$ cat config.mk
export PLATFORM = sky130hd
export DESIGN_NAME = ibex_l2_banked_register_file
export DESIGN_NICKNAME = d
export VERILOG_FILES = /design/src/rtl/ibex_l2_banked_register_file.sv
export SDC_FILE = /design/constraint.sdc
export NUM_CORES = 2
export LEC_CHECK = 0
export CORE_MARGIN = 2
export CORE_UTILIZATION = 40
export DETAILED_ROUTE_END_ITERATION = 10
export PLACE_DENSITY = 0.59
export SYNTH_ARGS = -nofsm -noshare
export SYNTH_HDL_FRONTEND = slang
export SYNTH_SLANG_ARGS = --single-unit
$ cat constraint.sdc
create_clock -name clk_i -period 4.9 [get_ports clk_i]
set_clock_uncertainty 0.15 [all_clocks]
set_input_delay 0.98 -clock clk_i [delete_from_list [all_inputs] [get_ports clk_i]]
set_output_delay 0.98 -clock clk_i [all_outputs]
set_load 0.05 [all_outputs]
$ cat src/rtl/ibex_l2_banked_register_file.sv
// Banked scratch/shadow register file: one byte-enabled write port, a configurable
// number of registered read ports with write-to-read bypass, and a clear sequencer
// that zeroes every word after reset or on request.
module ibex_l2_banked_register_file #(
    parameter int unsigned DataWidth    = 32,
    parameter int unsigned NumWords     = 32,
    parameter int unsigned NumReadPorts = 2,
    parameter bit          ZeroWord0    = 1'b1,
    localparam int unsigned AddrWidth   = $clog2(NumWords),
    localparam int unsigned BeWidth     = DataWidth / 8
) (
    input  logic                              clk_i,
    input  logic                              rst_i,
    input  logic                              clear_i,
    output logic                              busy_o,
    input  logic                              we_i,
    input  logic [AddrWidth-1:0]              waddr_i,
    input  logic [DataWidth-1:0]              wdata_i,
    input  logic [BeWidth-1:0]                wbe_i,
    output logic                              werr_o,
    input  logic [NumReadPorts-1:0]           re_i,
    input  logic [NumReadPorts*AddrWidth-1:0] raddr_i,
    output logic [NumReadPorts*DataWidth-1:0] rdata_o,
    output logic [NumReadPorts-1:0]           rvalid_o,
    output logic [NumReadPorts-1:0]           rerr_o
);

    typedef enum logic {
        ST_CLEAR = 1'b0,
        ST_IDLE  = 1'b1
    } state_e;

    // Last word index swept by the clear sequencer, and the word count widened by
    // one bit so that range checks work when NumWords is a power of two.
    localparam logic [AddrWidth-1:0] LastIdx     = AddrWidth'(NumWords - 1);
    localparam logic [AddrWidth:0]   NumWordsExt = (AddrWidth + 1)'(NumWords);

    state_e                         state_q, state_d;
    logic [AddrWidth-1:0]           cnt_q, cnt_d;
    logic                           idle;

    logic [DataWidth-1:0]           mem_q [NumWords];

    logic                           waddr_ok;
    logic                           waddr_zero;
    logic [AddrWidth-1:0]           waddr_idx;
    logic                           wr_acc;
    logic [DataWidth-1:0]           wr_word;
    logic                           werr_d, werr_q;

    logic [AddrWidth-1:0]           raddr [NumReadPorts];
    logic [AddrWidth-1:0]           rd_idx [NumReadPorts];
    logic [DataWidth-1:0]           rd_word [NumReadPorts];
    logic [NumReadPorts-1:0]        rd_ok;
    logic [NumReadPorts-1:0]        rd_acc;

    logic [NumReadPorts*DataWidth-1:0] rdata_q;
    logic [NumReadPorts-1:0]           rvalid_q;
    logic [NumReadPorts-1:0]           rerr_q;

    assign idle   = (state_q == ST_IDLE);
    assign busy_o = (state_q == ST_CLEAR);

    // ------------------------------------------------------------------
    // Clear sequencer
    // ------------------------------------------------------------------

    // Next-state logic: sweep cnt over all words in CLEAR, re-arm on clear_i.
    always_comb begin
        // NOTE: every signal driven here gets a default first, so no path can
        // leave it unassigned and infer a latch.
        state_d = state_q;
        cnt_d   = cnt_q;
        case (state_q)
            ST_CLEAR: begin
                if (clear_i) begin
                    cnt_d = '0;
                end else if (cnt_q == LastIdx) begin
                    state_d = ST_IDLE;
                    cnt_d   = '0;
                end else begin
                    cnt_d = cnt_q + AddrWidth'(1);
                end
            end
            ST_IDLE: begin
                if (clear_i) begin
                    state_d = ST_CLEAR;
                    cnt_d   = '0;
                end
            end
            default: begin
                state_d = ST_CLEAR;
                cnt_d   = '0;
            end
        endcase
    end

    // State register: reset lands in CLEAR so storage is zeroed before first use.
    always_ff @(posedge clk_i or posedge rst_i) begin
        // NOTE: state is updated with non-blocking assignments so every flop
        // samples the pre-edge values, independent of block ordering.
        if (rst_i) begin
            state_q <= ST_CLEAR;
            cnt_q   <= '0;
        end else begin
            state_q <= state_d;
            cnt_q   <= cnt_d;
        end
    end

    // ------------------------------------------------------------------
    // Write port
    // ------------------------------------------------------------------

    assign waddr_ok   = ({1'b0, waddr_i} < NumWordsExt);
    assign waddr_zero = ZeroWord0 && (waddr_i == '0);
    // Out-of-range addresses never index storage; they are folded onto word 0.
    assign waddr_idx  = waddr_ok ? waddr_i : '0;
    assign wr_acc     = idle & we_i & waddr_ok & ~waddr_zero;
    // Word 0 with ZeroWord0 is a silent drop, so it is not part of the error term.
    assign werr_d     = we_i & (~idle | ~waddr_ok);

    // Merge the write bytes into the current word; shared by storage and bypass.
    always_comb begin
        wr_word = mem_q[waddr_idx];
        for (int b = 0; b < BeWidth; b++) begin
            if (wbe_i[b]) begin
                wr_word[b*8 +: 8] = wdata_i[b*8 +: 8];
            end
        end
    end

    // Storage update: clear sweep has priority; writes only land while idle.
    always_ff @(posedge clk_i) begin
        // NOTE: the storage array has no reset; the clear sequencer zeroes it,
        // which keeps it mappable to plain flops or distributed RAM.
        if (state_q == ST_CLEAR) begin
            mem_q[cnt_q] <= '0;
        end else if (wr_acc) begin
            mem_q[waddr_idx] <= wr_word;
        end
    end

    // Write-error pulse, one cycle after the dropped write.
    always_ff @(posedge clk_i or posedge rst_i) begin
        if (rst_i) begin
            werr_q <= 1'b0;
        end else begin
            werr_q <= werr_d;
        end
    end

    assign werr_o = werr_q;

    // ------------------------------------------------------------------
    // Read ports
    // ------------------------------------------------------------------

    assign rd_acc = re_i & {NumReadPorts{idle}};

    // Per-port read data selection: range check, zero word, bypass, storage.
    always_comb begin
        for (int p = 0; p < NumReadPorts; p++) begin
            raddr[p]   = raddr_i[p*AddrWidth +: AddrWidth];
            rd_ok[p]   = ({1'b0, raddr[p]} < NumWordsExt);
            rd_idx[p]  = rd_ok[p] ? raddr[p] : '0;
            rd_word[p] = '0;
            if (rd_ok[p] && !(ZeroWord0 && (raddr[p] == '0))) begin
                if (wr_acc && (waddr_i == raddr[p])) begin
                    rd_word[p] = wr_word;
                end else begin
                    rd_word[p] = mem_q[rd_idx[p]];
                end
            end
        end
    end

    // Read output registers: data/err hold until the next accepted read per port.
    always_ff @(posedge clk_i or posedge rst_i) begin
        if (rst_i) begin
            rvalid_q <= '0;
            rerr_q   <= '0;
            rdata_q  <= '0;
        end else begin
            rvalid_q <= rd_acc;
            for (int p = 0; p < NumReadPorts; p++) begin
                if (rd_acc[p]) begin
                    rdata_q[p*DataWidth +: DataWidth] <= rd_word[p];
                    rerr_q[p]                         <= ~rd_ok[p];
                end
            end
        end
    end

    assign rdata_o  = rdata_q;
    assign rvalid_o = rvalid_q;
    assign rerr_o   = rerr_q;

endmodule

==> results.cfg <==
[placed_design]
post-place-ws_ns = 0.480
dpl-instance-area_sq_um = 64900
gp_congestion = 0.895
hpwl_um = 143000
port-buffer-count = 124

[critical_path]
critPathBufInv = 3
crit_chain = buf_4 > and2_4 > buf_4 > a22o_1 > a221oi_1 > o22ai_1 > o31a_1 > nor2_1 > buf_4
worst_path_largest_cell_delay_ns = 0.86
reg2reg_slack_ns = 1.23
r2r_cells = 9
critPathCaptureType = flop
r2r_end = rdata_o[13]
r2r-start = idle
setup.worst_path.end = mem_q[19][29]
critical_path_arrival_ns = 4.15
path_class = primary input to flop
critPathLaunch = waddr_i[2]
cp.depth = 9
cp_common_cell = buf_4
cp.required_ns = 5.36
slowest_stage = nor2_1
cp_max_fo = 30
path_delay_family = simple AND/OR/NAND/NOR gates
critPathLaunchType = primary input

[floorplan]
die_area_sq_um = 154000
start_util_pct = 40.3
boundaryPins = 127
core_area_sq_um = 150000
die_h_um = 393
fp-row-count = 142
die_w_um = 393

[run]
maxCapViolations = 0

[finish]
final_nets = 4043
stdcell_area_sq_um = 69300
drive_above_1_share_pct = 25.8
syn2layout_area_growth_pct = 14.8

[outcome]
status = finished clean

[synthesis]
ys_async_sr_fraction_pct = 6.65
ys_seq_area_share_pct = 54.0
yosysWarnings = 0
yosys_register_bits = 1097
syn_area_sq_um = 60400
synth_cell_type_count = 70
synth-edff-count = 1024
netlist_instances = 3841
synthFlopType = edfxtp_1
postSynthAreaPerCell_sq_um = 15.7

[grt]
grt_pass1_wl_um = 320000
grt_start_max_net_pins = 102
grt_pass1_vias = 41391
gr-total-overflow = 0
antenna_found_initial = 8
grtUsageTotal_pct = 29.7

[cts]
cts.sinks = 1097
cts_tree = yes
cts-buffers-inserted = 130
htreeDepth = 4
clk_latency_ns = 0.79
post_cts_buffers = 0
hold_buffers = 0
path_clk_slew_ns = 0.06
cts-resized-gates = 0
root_buffer = clkbuf_16
cts_buffer_depth = 3

[sta]
max_freq_ghz = 0.271
hold_viol = 0
fin_ws_ns = 1.21
setup_viol = 0
post-route-period-util_pct = 75.3
worst_hold_slack_ns = 0.349
worst_slew_pin_slew_ns = 1.24
fin_tns_setup_ns = 0
relSlewSlack_pct = 17.2
maxSlewViolCount = 0
rsz0062_at_grt = false
min_period_ns = 3.69

[pwr]
p_leak_nw = 24.8
p_sw_mw = 5.89
p_int_mw = 17.3
pwr-share-seq_pct = 45.0
p_per_area_nw_per_um2 = 335
ir_drop_mv = 0.350
power_mw = 23.2
combPwrFrac_pct = 12.1
p_sw_share_pct = 25.4
p_clk_share_pct = 42.9

[drt]
wl_per_cell_um = 37.7
num_vias = 42181
vias_per_cell = 6.90
drt_iter0_drc = 6253
first_pass_iters = 7
ant_nets = 0
drc_errors = 0
routed_wl_um = 230000

[worst_hold_path]
hold_path_class = flop to flop
[flip-flops by register name (all words and copies together) (netlist names)]
register / flops
mem_q: 1024
rdata_o: 64
cnt_q: 5
rvalid_o: 2
idle: 1
werr_o: 1
[placed cells by master (no fill, tap or decap), types with 23 or more instances in the layout]
master	instances
clkbuf_16	135
o22a_1	30
dfrtp_1	73
a221oi_1	30
nor2_4	34
o21ai_0	54
mux2_2	51
edfxtp_1	1024
clkdlybuf4s50_1	108
a22o_1	23
nor2_1	60
a22oi_1	245
a211oi_1	51
buf_4	194
o22ai_1	31
buf_12	54
a21oi_1	148
o211ai_1	35
nand2_1	114
o221ai_1	56
mux4_2	475
nand3_1	23
nor2b_1	33
clkbuf_1	36
mux2i_1	604
[synth_stat cells (all sizes together), types with 35 or more instances]
master  count  share of area (%)
edfxtp   1024                 51
mux2i     604                 10
mux4      489                 18
a22oi     245                3.0
buf       218                2.5
a21oi     150                1.2
clkbuf    139               0.87
nand2     119               0.74
nor2       97               0.60
dfrtp      73                3.0
o21ai      64               0.53
o221ai     56               0.81
a211oi     51               0.63
mux2       51               0.95
nor2b      38               0.39
o211ai     35               0.44
[cell families after synthesis]
kind of cell	share of synthesized area (%)
mux	29.3
flops	54.0
compound gates	9.92
simple gates	3.15
buf+inv	3.49
xor+xnor	0.145
fa+ha+maj	0.0414
other cells	0.00621
[metrics by stage]
stage / utilization (%) / cells
2_1_floorplan: - / 3842
3_3_place_gp: 43.4 / 5868
3_5_place_dp: 43.4 / 5868
4_1_cts: 46.3 / 6104
5_1_grt: 46.3 / 6104
6_report: 46.3 / 6110
[power by group through the flow]
stage / combinational (mW) / clock [mW] / sequential (mW)
global route: 2.91 / 10.4 / 10.4
finish: 2.81 / 9.94 / 10.4
floorplan: 1.57 / 0 / 10.8
global placement: 2.77 / 0 / 10.6
detailed placement: 2.77 / 0 / 10.6
CTS: 2.78 / 10.0 / 10.4
[layer usage]
layer  track usage (%)  vias up  wire, um
li1                  -    16558         -
met1              40.0    21884     87400
met2              45.2     3065    103000
met3              7.22      668     26900
met4              14.4        6     12800
met5                 0        -        39
[worst reg2reg max path, stage by stage (launching register included)]
cell	delay, ns
dfrtp_1	0.75
nand2_1	0.26
a21oi_1	0.48
buf_4	0.25
buf_4	0.16
and3_2	0.72
buf_12	0.25
nand2_1	0.06
a21oi_1	0.27
o21ai_0	0.16
[cell type report]
type,count,area [sq um]
Antenna cell,6,15.0
Clock buffer,178,3610
Clock inverter,58,722
Fill cell,12825,80500
Inverter,13,51.3
Multi-Input combinational cell,2374,26100
Sequential cell,1097,32600
Tap cell,2016,2520
Timing Repair Buffer,368,3740
[how the worst min path moves through the flow]
stage,cells after the start,startpoint,slack [ns],endpoint
after floorplan,2,cnt_q[4],0.38,cnt_q[4]
after global placement,2,rdata_o[25],0.33,rdata_o[25]
after detailed placement,2,rdata_o[25],0.33,rdata_o[25]
after CTS,2,rdata_o[25],0.35,rdata_o[25]
after global routing,2,rdata_o[16],0.38,rdata_o[16]
final,2,rdata_o[18],0.35,rdata_o[18]
No activity file was read; power rests on OpenSTA's default activity.
